$ cat src/rtl/frame_loader.sv
// Packs an 8-bit pixel stream into 16-bit words and writes them sequentially
// into the framebuffer RAM. Pulses frame_done once the last word is stored.
module frame_loader #(
  parameter logic [13:0] BASE_ADDR = 14'h0000,
  parameter int          NUM_WORDS = 8192
) (
  input  logic        clk,
  input  logic        rst,
  input  logic        start,
  input  logic        abort,
  input  logic [7:0]  pix_data,
  input  logic        pix_valid,
  output logic        pix_ready,
  output logic        wr_en,
  output logic [13:0] wr_addr,
  output logic [15:0] wr_data,
  output logic        busy,
  output logic        frame_done,
  output logic [13:0] word_count
);

  typedef enum logic [2:0] {IDLE, GET_LO, GET_HI, WRITE, DONE} state_t;

  localparam logic [13:0] LAST_WORD = 14'(NUM_WORDS - 1);

  state_t      state_reg, state_next;
  logic [7:0]  lo_reg, lo_next;
  logic [13:0] addr_reg, addr_next;
  logic [13:0] count_reg, count_next;
  logic [15:0] data_reg, data_next;
  logic        ready_next, wr_en_next, busy_next, done_next;
  logic        transfer;

  assign transfer   = pix_valid && pix_ready;
  assign wr_addr    = addr_reg;
  assign wr_data    = data_reg;
  assign word_count = count_reg;

  always_ff @(posedge clk) begin
    if (rst) begin
      state_reg  <= IDLE;
      lo_reg     <= 8'h00;
      addr_reg   <= BASE_ADDR;
      count_reg  <= 14'd0;
      data_reg   <= 16'h0000;
      pix_ready  <= 1'b0;
      wr_en      <= 1'b0;
      busy       <= 1'b0;
      frame_done <= 1'b0;
    end else begin
      state_reg  <= state_next;
      lo_reg     <= lo_next;
      addr_reg   <= addr_next;
      count_reg  <= count_next;
      data_reg   <= data_next;
      pix_ready  <= ready_next;
      wr_en      <= wr_en_next;
      busy       <= busy_next;
      frame_done <= done_next;
    end
  end

  always_comb begin
    state_next = state_reg;
    lo_next    = lo_reg;
    addr_next  = addr_reg;
    count_next = count_reg;
    data_next  = data_reg;
    case (state_reg)
      IDLE: begin
        if (start) begin
          addr_next  = BASE_ADDR;
          count_next = 14'd0;
          state_next = GET_LO;
        end
      end
      GET_LO: begin
        if (abort) begin
          state_next = IDLE;
        end else if (transfer) begin
          lo_next    = pix_data;
          state_next = GET_HI;
        end
      end
      GET_HI: begin
        // abort drops the latched low byte; the pair is never written
        if (abort) begin
          state_next = IDLE;
        end else if (transfer) begin
          data_next  = {pix_data, lo_reg};
          state_next = WRITE;
        end
      end
      WRITE: begin
        // The write presented this cycle always lands, even under abort
        count_next = count_reg + 14'd1;
        if (abort) begin
          state_next = IDLE;
        end else if (count_reg == LAST_WORD) begin
          state_next = DONE;
        end else begin
          addr_next  = addr_reg + 14'd1;
          state_next = GET_LO;
        end
      end
      DONE:    state_next = IDLE;
      default: state_next = IDLE;
    endcase

    // Registered outputs decode the state being entered
    ready_next = (state_next == GET_LO) || (state_next == GET_HI);
    wr_en_next = (state_next == WRITE);
    busy_next  = (state_next != IDLE);
    done_next  = (state_next == DONE);
  end

endmodule

$ cat config.mk
export PLATFORM = sky130hd
export DESIGN_NAME = frame_loader
export DESIGN_NICKNAME = d
export VERILOG_FILES = /design/src/rtl/frame_loader.sv
export SDC_FILE = /design/constraint.sdc
export NUM_CORES = 1
export LEC_CHECK = 0
export BUFFER_PORTS_ARGS = -buffer_cell sky130_fd_sc_hd__buf_4
export CORE_UTILIZATION = 45
export DETAILED_ROUTE_END_ITERATION = 8
export GPL_TIMING_DRIVEN = 0
export PLACE_DENSITY = 0.66
export SYNTH_ARGS = -nofsm -noshare
export SYNTH_HDL_FRONTEND = slang
export SYNTH_SLANG_ARGS = --single-unit
$ cat constraint.sdc
create_clock -name clk -period 4.6 [get_ports clk]
set_clock_uncertainty 0.05 [all_clocks]
set_input_delay 0.69 -clock clk [delete_from_list [all_inputs] [get_ports clk]]
set_output_delay 0.69 -clock clk [all_outputs]
set_load 0.01 [all_outputs]
==> Yosys cells after proc, flatten, opt, wreduce, memory -nomap -nowiden <==
Index checks and enable logic that the tools add are counted.
{ "op_classes": {"eq_ne": 11, "n_reduce_logical": 9, "add_sub_neg": 2, "muxes": 13, "n_bitwise": 1} }
{ "op_table": {"columns": ["operator", "count"], "rows": [
  ["14-bit one-hot mux with 2 select lines", 2],
  ["14-bit 2-to-1 mux", 3],
  ["14-bit by 1-bit adder with 14-bit output, second input constant", 2],
  ["3-bit 2-to-1 mux", 7],
  ["14-bit by 13-bit equality test with 1-bit output, second input constant", 1],
  ["3-bit by 2-bit equality test with 1-bit output, second input constant", 4],
  ["3-bit one-hot mux with 4 select lines", 1],
  ["3-bit by 1-bit equality test with 1-bit output, second input constant", 2],
  ["2-bit inequality test, second input constant", 3],
  ["3-bit AND reduction", 2],
  ["4-bit AND reduction", 1],
  ["3-bit equality test, second input constant", 1],
  ["3-bit logical NOT", 1],
  ["3-bit nonzero test", 1],
  ["2-bit AND reduction", 1],
  ["2-bit nonzero test", 1],
  ["1-bit logical AND", 1],
  ["1-bit logical OR", 1],
  ["1-bit inverter", 1]
]} }
{ "totals": {"out_inout_bits": 48, "word_cells": 45, "reg_bits": 59} }

==> Depth between registers and ports, before layout <==
{ "logic_depth": {"depth_word": 6, "mapped_depth": 7, "mapped_depth_nobuf": 5} }

==> Worst setup path after synthesis <==
No wires, ideal clock.
{ "synth_timing": {"path_type": "input to register", "start": "in abort", "end": "reg data_reg[10] (netlist: wr_data[10])", "setup_ns": 0.132, "required_ns": 4.418, "path_stages": 6, "setup_slack_ns": 2.588, "arrival_ns": 1.829, "path_cell_list": "or2_2 > or3_1 > clkbuf_1 > clkbuf_1 > nand2_1 > a21oi_1"} }
{ "synth_between": {"elab_chain_cells": 2} }
{ "synth_lines": {"columns": ["element", "line", "rtl"], "rows": [
  ["start: declaration", "10", "input logic abort,"],
  ["1-bit inverter (no line)", null, null],
  ["3-bit AND reduction (no line)", null, null],
  ["end signal: assignment", "55", "data_reg <= data_next;"],
  ["end: declaration", "30", "logic [15:0] data_reg, data_next;"]
]} }
Every way passes these cells.
A chain may end at the register's enable or synchronous reset.

==> Worst setup path after layout <==
{ "layout_timing": {"start": "reg count_reg[0] (netlist: word_count[0])", "end": "reg addr_reg[4] (netlist: wr_addr[4])"} }
{ "layout_between": {"elab_chain_cells": 3} }
{ "layout_lines": {"columns": ["element", "line", "rtl"], "rows": [
  ["start: declaration", "29", "logic [13:0] count_reg, count_next;"],
  ["start signal: assignment", "54", "count_reg <= count_next;"],
  ["14-bit by 13-bit equality test with 1-bit output", "99", "end else if (count_reg == LAST_WORD) begin"],
  ["2-bit inequality test (no line)", null, null],
  ["4-bit AND reduction (no line)", null, null],
  ["end signal: assignment", "53", "addr_reg <= addr_next;"],
  ["end: declaration", "28", "logic [13:0] addr_reg, addr_next;"]
]} }
Every way passes these cells.

==> results.sh <==
export IMPL_layout_nets=402
export IMPL_rsz0062_at_grt="false"
export IMPL_hold_depth=2
export IMPL_die_area_mm2=0.00644
export IMPL_area_growth_pct=27.1
export IMPL_critPathSlowestCell="nor4_1"
export IMPL_powerDensity_mw_per_mm2=311
export IMPL_end_kind="flip-flop"
export IMPL_drive_above_1_share_pct=25.3
export IMPL_cp_arrival_ps=2430
export IMPL_hold_viol_final=0
export IMPL_die_y_um=80.2
export IMPL_drt_vias_per_instance=5.47
export IMPL_wl_per_cell_um=14.6
export IMPL_dp_hpwl_mm=4.91
export IMPL_r2r_end="wr_addr[4]"
export IMPL_syn_inst=317
export IMPL_synth_edff_count=0
export IMPL_seq_area_frac_synth_pct=42.9
export IMPL_drc=0
export IMPL_track_usage_pct=23.1
export IMPL_gp_congestion=0.814
export IMPL_syn_avg_cell_area_um2=8.69
export IMPL_async_flop_share_pct=0
export IMPL_r2r_start="word_count[0]"
export IMPL_cp_slowest_stage_delay_ps=460
export IMPL_grt_start_max_net_pins=11
export IMPL_ctsResizeCount=0
export IMPL_grt_pass1_vias=2366
export IMPL_yosysTopAreaCellShare_pct=42.9
export IMPL_setup_tns_ps=0
export IMPL_max_cap_violations=0
export IMPL_finalMaxSlewViolations=0
export IMPL_synthTopCellsByCount="dfxtp_1, nand2_1, a21oi_1, nor2_1, mux2i_1"
export IMPL_synth_area_leaders="dfxtp_1, nand2_1, mux2i_1"
export IMPL_tightest_slew_ps=633
export IMPL_drt_initial_drc_count=146
export IMPL_whs_endpoint="wr_data[2]"
export IMPL_clk_latency_ps=340
export IMPL_numCtsBuffers=9
export IMPL_antennaDiodeCount=0
export IMPL_dr_total_vias=2555
export IMPL_finalSetupViolations=0
export IMPL_cp_cell_sequence="ha_1 -> nand3_1 -> nor4_1 -> buf_2 -> buf_6 -> a21oi_1 -> mux2i_1"
export IMPL_cellLeakagePower_uw=0.00138
export IMPL_ys_flop_type="dfxtp_1"
export IMPL_peakVddDrop_v=0.000186
export IMPL_cp_start_kind="flip-flop"
export IMPL_maxSlewHeadroom_pct=57.7
export IMPL_placedCellCount=451
export IMPL_required_ps=4770
export IMPL_grt_pass1_wl_mm=11.3
export IMPL_fin_crit_ps=2260
export IMPL_largest_reg_flops=16
export IMPL_fmax_mhz=443
export IMPL_final_cell_count_no_fill=467
export IMPL_yosysMostFrequentCell="dfxtp_1"
export IMPL_ant_nets=0
export IMPL_io_buffers=59
export IMPL_status="completed"
export IMPL_crit_family="simple AND/OR/NAND/NOR gates"
export IMPL_clk_path_buf_depth=2
export IMPL_die_x_um=80.2
export IMPL_drt_pass1_iter_count=4
export IMPL_worstSetupPathType="reg -> reg"
export IMPL_hp_start="lo_reg[2]"
export IMPL_clockRootBuffer="clkbuf_8"
export IMPL_cp_max_fo=10
export IMPL_hold_buffers=0
export IMPL_syn_num_nets=332
export IMPL_floorplan_initialDensity_pct=46.5
export IMPL_rrSetupSlack_ps=2340
export IMPL_r2r_cells=7
export IMPL_hold_class="reg -> reg"
export IMPL_ys_seq_elements=59
export IMPL_min_period_over_period_pct=49.0
export IMPL_htreeDepth=3
export IMPL_ios=61
export IMPL_antenna_found_initial=0
export IMPL_grt_overflow_total=0
export IMPL_num_rows=28
export IMPL_clk_pin_slew_ps=70
export IMPL_cts_tree="yes"
export IMPL_cts_sinks=59
export IMPL_synth_distinct_cells=46
export IMPL_coreArea_mm2=0.00592
export IMPL_synth_top_cell_by_area="dfxtp_1"
export IMPL_crit_buf_inv=2
export IMPL_drt_wl_total_mm=6.82
export IMPL_cts_setup_buffers=0
export IMPL_yosys_warnings=0
export IMPL_synth_area_mm2=0.00276
-- power by group --
group | leakage [µW] | internal (µW) | switching [µW]
Sequential | 0.000476 | 513 | 1.26
Combinational | 0.000802 | 23.7 | 39.2
Clock | 0.000103 | 303 | 209
Total | 0.00138 | 841 | 249
-- layout make-up --
cell class | instances | area, µm²
fillers | 539 | 2420
clock buffers | 11 | 131
plain buffers | 21 | 116
inverters | 6 | 22.5
repair buffers | 59 | 443
well taps | 75 | 93.8
flip-flops and latches | 59 | 1180
clock inverters | 5 | 77.6
multi-input cells | 231 | 1440
-- stage by stage --
step | hold slack, ps | utilization (%) | area (µm²) | total power (µW) | setup slack (ps)
after floorplan | 382 | - | 2760 | 564 | 2590
after global placement | 394 | 55.6 | 3290 | 588 | 2210
after detailed placement | 401 | 55.6 | 3290 | 589 | 2210
after CTS | 408 | 59.1 | 3500 | 1100 | 2340
after global routing | 432 | 59.1 | 3500 | 1130 | 2130
final | 403 | 59.1 | 3500 | 1090 | 2340
-- worst register-to-register path, stage by stage, from the launching register on --
cell,delay (ps)
dfxtp_1,410
ha_1,210
nand3_1,240
nor4_1,460
buf_2,360
buf_6,190
a21oi_1,90
mux2i_1,130
-- layer usage --
metal / vias up / routed length, µm / GRT usage [%]
met3: 9 / 394 / 6.93
met5: - / 0 / 0
met1: 1184 / 3260 / 30.8
met4: 0 / 95 / 8.75
met2: 71 / 3070 / 34.8
li1: 1291 / - / -
-- cell families after synthesis --
family          count (synthesis)  synth area share, %
compound gates                 66                 17.2
fa+ha+maj                       2                0.908
buf+inv                        27                 5.04
flops                          59                 42.9
mux                            20                 7.40
simple gates                  143                 26.6
-- how the worst max path moves through the flow --
| stage | from | end | slack (ps) | cells after the start |
|---|---|---|---|---|
| after floorplan | abort | wr_data[10] | 2590 | 6 |
| after global placement | abort | wr_data[0] | 2210 | 6 |
| after detailed placement | abort | wr_data[10] | 2210 | 7 |
| after CTS | word_count[0] | wr_addr[1] | 2340 | 6 |
| after global routing | word_count[0] | wr_addr[1] | 2130 | 6 |
| final | word_count[0] | wr_addr[4] | 2340 | 7 |
-- cell usage in the layout, fill, tap and decap left out, types with 6 or more instances in the layout --
master / count
mux2i_1: 17
nand3_1: 10
nand2_1: 54
dfxtp_1: 59
nor2_1: 25
or4_1: 6
clkbuf_8: 9
inv_1: 6
or3_1: 13
buf_4: 59
clkbuf_1: 12
buf_2: 6
a21oi_1: 31
Note: power is estimated with default switching activity, not from simulation.
